## config.mk

```make
export PLATFORM = sky130hd
export DESIGN_NAME = wb_select_stage
export DESIGN_NICKNAME = d
export VERILOG_FILES = /design/src/rtl/wb_pkg.sv /design/src/rtl/wb_load_align.sv /design/src/rtl/wb_select_stage.sv
export SDC_FILE = /design/constraint.sdc
export NUM_CORES = 1
export LEC_CHECK = 0
export ABC_AREA = 1
export BUFFER_PORTS_ARGS = -buffer_cell sky130_fd_sc_hd__buf_2
export CORE_AREA = 2 2 99 101
export DETAILED_ROUTE_END_ITERATION = 12
export DIE_AREA = 0 0 101 103
export GPL_TIMING_DRIVEN = 0
export PLACE_DENSITY = 0.79
export SLEW_MARGIN = 20
export SYNTH_ARGS = -nofsm -noshare
export SYNTH_HDL_FRONTEND = slang
export SYNTH_HIERARCHICAL = 1
export SYNTH_SLANG_ARGS = --single-unit
```

## constraint.sdc

```tcl
create_clock -name clk -period 1.6 [get_ports clk]
set_input_delay 0.08 -clock clk [delete_from_list [all_inputs] [get_ports clk]]
set_output_delay 0.08 -clock clk [all_outputs]
set_load 0.01 [all_outputs]
```

## src/rtl/wb_pkg.sv

```systemverilog
// Shared encodings and entry type for the write-back select stage.
package wb_pkg;

    // Upper bound on XLEN; entries carry this many data bits and the stage uses the low XLEN.
    localparam int unsigned XLEN_MAX = 64;

    localparam int unsigned SRC_PC  = 0;
    localparam int unsigned SRC_ALU = 1;
    localparam int unsigned SRC_MEM = 2;
    localparam int unsigned SRC_IMM = 3;
    localparam int unsigned SRC_CSR = 4;

    localparam logic [2:0] F3_LB  = 3'b000;
    localparam logic [2:0] F3_LH  = 3'b001;
    localparam logic [2:0] F3_LW  = 3'b010;
    localparam logic [2:0] F3_LBU = 3'b100;
    localparam logic [2:0] F3_LHU = 3'b101;

    typedef struct packed {
        logic [XLEN_MAX-1:0] data;
        logic [4:0]          rd;
        logic                we;
    } wb_entry_t;

endpackage

```

## src/rtl/wb_load_align.sv

```systemverilog
// Combinational load byte/halfword alignment and extension of the MEM source.
module wb_load_align
    import wb_pkg::*;
#(
    parameter int unsigned XLEN = 32
) (
    input  logic [XLEN-1:0] mem,
    input  logic [2:0]      funct3,
    input  logic [1:0]      off,
    output logic [XLEN-1:0] data
);

    logic [XLEN-1:0] shifted;

    always_comb begin
        shifted = mem >> {off, 3'b000};
        case (funct3)
            F3_LB:   data = {{(XLEN-8){shifted[7]}}, shifted[7:0]};
            F3_LBU:  data = {{(XLEN-8){1'b0}}, shifted[7:0]};
            F3_LH:   data = {{(XLEN-16){shifted[15]}}, shifted[15:0]};
            F3_LHU:  data = {{(XLEN-16){1'b0}}, shifted[15:0]};
            default: data = mem;
        endcase
    end

endmodule

```

## src/rtl/wb_select_stage.sv

```systemverilog
// Registered write-back source select with a 2-entry skid buffer and flush.
// Define LOAD_ALIGN_EN to align/extend the MEM source for sub-word loads.
module wb_select_stage
    import wb_pkg::*;
#(
    parameter int unsigned XLEN    = 32,
    parameter int unsigned NUM_SRC = 4,
    parameter int unsigned SEL_W   = 3
) (
    input  logic                    clk,
    input  logic                    rst,
    input  logic                    flush,
    input  logic                    in_valid,
    output logic                    in_ready,
    input  logic [NUM_SRC*XLEN-1:0] src_data,
    input  logic [SEL_W-1:0]        sel,
    input  logic [4:0]              rd_in,
    input  logic                    we_in,
    input  logic [2:0]              ld_funct3,
    input  logic [1:0]              ld_off,
    output logic                    out_valid,
    input  logic                    out_ready,
    output logic [XLEN-1:0]         wb_data,
    output logic [4:0]              wb_rd,
    output logic                    wb_we
);

    // Keeps the MEM slice in range when NUM_SRC does not include a MEM source.
    localparam int unsigned MEM_IDX = (SRC_MEM < NUM_SRC) ? SRC_MEM : 0;

    logic [XLEN-1:0] mem_aligned;
    logic [XLEN-1:0] sel_data;
    wb_entry_t       in_entry;
    wb_entry_t       oreg_q, oreg_d, skid_q, skid_d;
    logic            oreg_valid_q, oreg_valid_d;
    logic            skid_valid_q, skid_valid_d;
    logic            in_ready_q;
    logic            accept;
    logic            unused_oreg_bits;

`ifdef LOAD_ALIGN_EN
    wb_load_align #(
        .XLEN(XLEN)
    ) u_load_align (
        .mem   (src_data[MEM_IDX*XLEN +: XLEN]),
        .funct3(ld_funct3),
        .off   (ld_off),
        .data  (mem_aligned)
    );
`else
    logic unused_ld;
    assign unused_ld   = ^{ld_funct3, ld_off};
    assign mem_aligned = src_data[MEM_IDX*XLEN +: XLEN];
`endif

    // Out-of-range selectors match no source and leave the data at zero.
    always_comb begin
        sel_data = '0;
        for (int unsigned k = 0; k < NUM_SRC; k++) begin
            if (sel == SEL_W'(k)) begin
                sel_data = (k == SRC_MEM) ? mem_aligned : src_data[k*XLEN +: XLEN];
            end
        end
    end

    always_comb begin
        in_entry                 = '0;
        in_entry.data[XLEN-1:0] = sel_data;
        in_entry.rd              = rd_in;
        in_entry.we              = we_in & (rd_in != 5'd0);
    end

    assign accept = in_valid & in_ready_q;

    always_comb begin
        oreg_d       = oreg_q;
        oreg_valid_d = oreg_valid_q;
        skid_d       = skid_q;
        skid_valid_d = skid_valid_q;
        if (flush) begin
            oreg_d       = '0;
            oreg_valid_d = 1'b0;
            skid_d       = '0;
            skid_valid_d = 1'b0;
        end else if (!oreg_valid_q || out_ready) begin
            // OREG is free at this edge; SKID is older than anything offered now.
            if (skid_valid_q) begin
                oreg_d       = skid_q;
                oreg_valid_d = 1'b1;
                skid_d       = '0;
                skid_valid_d = 1'b0;
            end else if (accept) begin
                oreg_d       = in_entry;
                oreg_valid_d = 1'b1;
            end else begin
                oreg_valid_d = 1'b0;
            end
        end else if (accept) begin
            skid_d       = in_entry;
            skid_valid_d = 1'b1;
        end
    end

    always_ff @(posedge clk) begin
        if (rst) begin
            oreg_q       <= '0;
            oreg_valid_q <= 1'b0;
            skid_q       <= '0;
            skid_valid_q <= 1'b0;
            in_ready_q   <= 1'b0;
        end else begin
            oreg_q       <= oreg_d;
            oreg_valid_q <= oreg_valid_d;
            skid_q       <= skid_d;
            skid_valid_q <= skid_valid_d;
            in_ready_q   <= !skid_valid_d;
        end
    end

    assign in_ready  = in_ready_q;
    assign out_valid = oreg_valid_q;
    assign wb_data   = oreg_q.data[XLEN-1:0];
    assign wb_rd     = oreg_q.rd;
    assign wb_we     = oreg_valid_q & oreg_q.we;

    // Data bits above XLEN are always zero and never leave the stage.
    assign unused_oreg_bits = ^oreg_q.data;

endmodule

```

==> Implementation_results.wiki <==
{| class="wikitable"
! Metric !! Value
|-
| Largest net degree at the start of global routing || 14
|-
| Final Instance Count excl. Fillers || 946
|-
| Clock transition at the registers of the reported paths || 0.08 ns
|-
| Fmax || 0.673 GHz
|-
| Clock tree skew after final layout || 0.00571 ns
|-
| Adder-cell area share of the yosys netlist || 0
|-
| Core Footprint || 9460 sq um
|-
| Weighted congestion reported at the end of routability-driven placement || 0.877
|-
| Post-DR wirelength/cell || 16.1 um
|-
| Data required time at the worst endpoint || 1.88 ns
|-
| Largest area contributor in the synthesized netlist || dfxtp_1
|-
| Max Root-Sink Buffers || 2
|-
| Fraction of the mapped netlist area in compound gates || 0.176
|-
| Height of the die || 103 um
|-
| Cells taking the most area after synthesis || dfxtp_1 36%, a21oi_1 12%, nand3_1 11%
|-
| Unrepaired setup endpoints after global routing || no
|-
| Count of inserted antenna diode cells || 0
|-
| Cell area after synthesis || 4340 sq um
|-
| Synthesis-stage register bit count || 79
|-
| Mapped Avg Cell Area || 6.87 sq um
|-
| I/O pin total || 187
|-
| Total number of placement rows || 36
|-
| Most common cell after layout, fill and taps aside || buf_2
|-
| Commonest non-fill, non-tap cells in the layout || 203 x buf_2, 122 x nand2_1, 106 x a21oi_1
|-
| Number of buffers inserted during clock tree synthesis || 9
|-
| Portion of synthesized cell area occupied by the leading cell type || 0.365
|-
| Cell at the root of the clock tree || clkbuf_8
|-
| Mux contribution to synthesized area || 0
|-
| Post-DRT Antenna Nets || 0
|-
| Overall die width || 101 um
|-
| Total Negative Setup Slacks || 0 ns
|-
| Static leakage || 2.56 nW
|-
| Clock period minus worst slack || 1.49 ns
|-
| Number of unique standard cell types used by synthesis || 20
|-
| Wire length reported by the detailed router || 15.2 mm
|-
| Dominant combinational cell family by area after synthesis || simple AND/OR/NAND/NOR gates
|-
| Ratio of final minimum period to clock period || 0.928
|-
| CTS tree || done
|-
| Ratio of cells with drive above 1 in the final layout || 0.327
|-
| Classification of the worst setup path || reg -> reg
|-
| Outcome || finished, final reports clean
|-
| Port Buf Inserts || 180
|-
| Worst IR drop on VDD || 0.625 mV
|-
| Via-to-Cell Ratio || 5.63
|-
| Residual DRC || 0
|-
| Portion of the post-synthesis area used by sequential elements || 0.365
|-
| Number of warning messages in the yosys log || 6
|-
| TritonRoute pass-1 iters || 5
|-
| Area share of xor/xnor cells in the synthesized design || 0
|-
| Global route total overflow || 0
|-
| Insertion delay to the later sink of the worst-skew pair || 0.35 ns
|-
| Total routing resource utilization after global routing || 0.284
|-
| Simple-gate area share of the yosys netlist || 0.325
|-
| Number of hold violations in the final report || 0
|-
| Die footprint || 10400 sq um
|-
| Starting density of the core || 0.458
|-
| H-tree level count || 3
|-
| Final Net Count || 974
|-
| Power per unit of standard cell area || 811 nW/um^2
|-
| Number of sinks handled by clock tree synthesis || 79
|-
| Global-route wire length before repair || 23.2 mm
|-
| Worst hold margin || 0.0125 ns
|-
| Worst Hold Class || in -> reg
|-
| Number of maximum-capacitance violations || 0
|-
| Highest net fanout along the worst path || 10
|-
| Total number of vias || 5327
|-
| Arrival time of the worst setup path || 1.76 ns
|-
| Number of instances in the synthesized netlist || 631
|-
| Via count of the first global-routing pass || 4884
|-
| Rel. slew slack || 0.594
|-
| Startpoint class of the critical path || flop
|-
| Number of nets produced by synthesis || 778
|-
| Number of violations reported at the end of detailed-routing iteration 0 || 447
|-
| Capturing element type of the critical path || flop
|-
| Count of endpoints failing setup in the final report || 0
|-
| Antenna violations before repair || 0
|-
| Max-slew violation count || 0
|-
| Area growth from synthesis to layout || 31.1%
|-
| Actual transition at the worst max-transition pin || 0.609 ns
|-
| Number of cells after detailed placement || 925
|-
| HPWL Detailed || 11.4 mm
|}
-- layer usage --
metal,vias up,global-route usage,wire length [um]
met5,-,0,0
met4,0,0.105,342
li1,2571,-,-
met1,2442,0.364,6170
met3,26,0.0468,1340
met2,288,0.483,7360
-- worst max-delay path: stages, from the launching register on --
cell     delay [ns]
dfxtp_1        0.34
nand2_1        0.09
nand2_1        0.11
nand2_2        0.14
inv_2          0.17
buf_2          0.27
o21ai_0        0.12
a21oi_1        0.17
-- through the flow --
step | instance area [sq um] | util | worst slack (ns) | power (mW)
floorplan | 4340 | - | 0.346 | 2.46
global placement | 5380 | 0.569 | 0.142 | 2.79
detailed placement | 5380 | 0.569 | 0.125 | 2.81
CTS | 5670 | 0.600 | 0.104 | 4.60
global route | 5680 | 0.601 | 0.00206 | 4.78
finish | 5680 | 0.601 | 0.115 | 4.61
-- logic make-up after synthesis --
kind of cell           after synthesis
AOI/OAI and AO/OA                  151
buffers and inverters              106
DFF                                 79
and+or+nand+nor                    295
-- report_power, final --
group	switching, mW	internal [mW]
registers	0.0197	2.00
logic	0.445	0.319
clock network	0.740	1.08
total	1.20	3.40
-- Yosys cell counts --
cell / instances
dfxtp_1: 79
o21ai_1: 19
buf_4: 41
nor2_4: 1
nand3b_1: 1
buf_1: 5
nor2_2: 3
clkbuf_2: 1
a21oi_1: 106
inv_1: 6
o21ai_0: 21
a31oi_1: 5
inv_2: 3
nand2_1: 122
nor2_1: 6
nand2_2: 1
nand3_1: 99
clkbuf_1: 25
buf_2: 25
nand4_1: 62
-- path summary, 6_finish.rpt --
kind	endpoint	slack [ns]	cells after the start	from
max	wb_data[31]	0.11	7	in_ready
min	skid_q[2]	0.01	3	rd_in[1]
max reg2reg	wb_data[31]	0.11	7	in_ready
min reg2reg	skid_q[11]	0.47	2	skid_q[11]
-- flip-flops by register name (all words and copies together) (netlist names) --
signal        flops
skid_q           38
skid_valid_q      1
out_valid         1
in_ready          1
wb_rd             5
oreg_q            1
wb_data          32
-- area by class of cell --
type | instances | area, sq um
flip-flops and latches | 79 | 1580
clock buffers | 11 | 141
multi-input cells | 446 | 2170
clock inverters | 5 | 104
repair buffers | 185 | 951
plain buffers | 97 | 558
inverters | 9 | 33.8
fillers | 908 | 3780
well taps | 114 | 143
-- what timing repair did --
action / CTS / global route
endpoints found under the setup margin: 0 / 30
buffers inserted: 0 / 0
gates resized for setup: 0 / 6
endpoints found under the hold margin: 4 / 0
hold buffers: 5 / 0
Note: power is estimated with default switching activity, not from simulation.
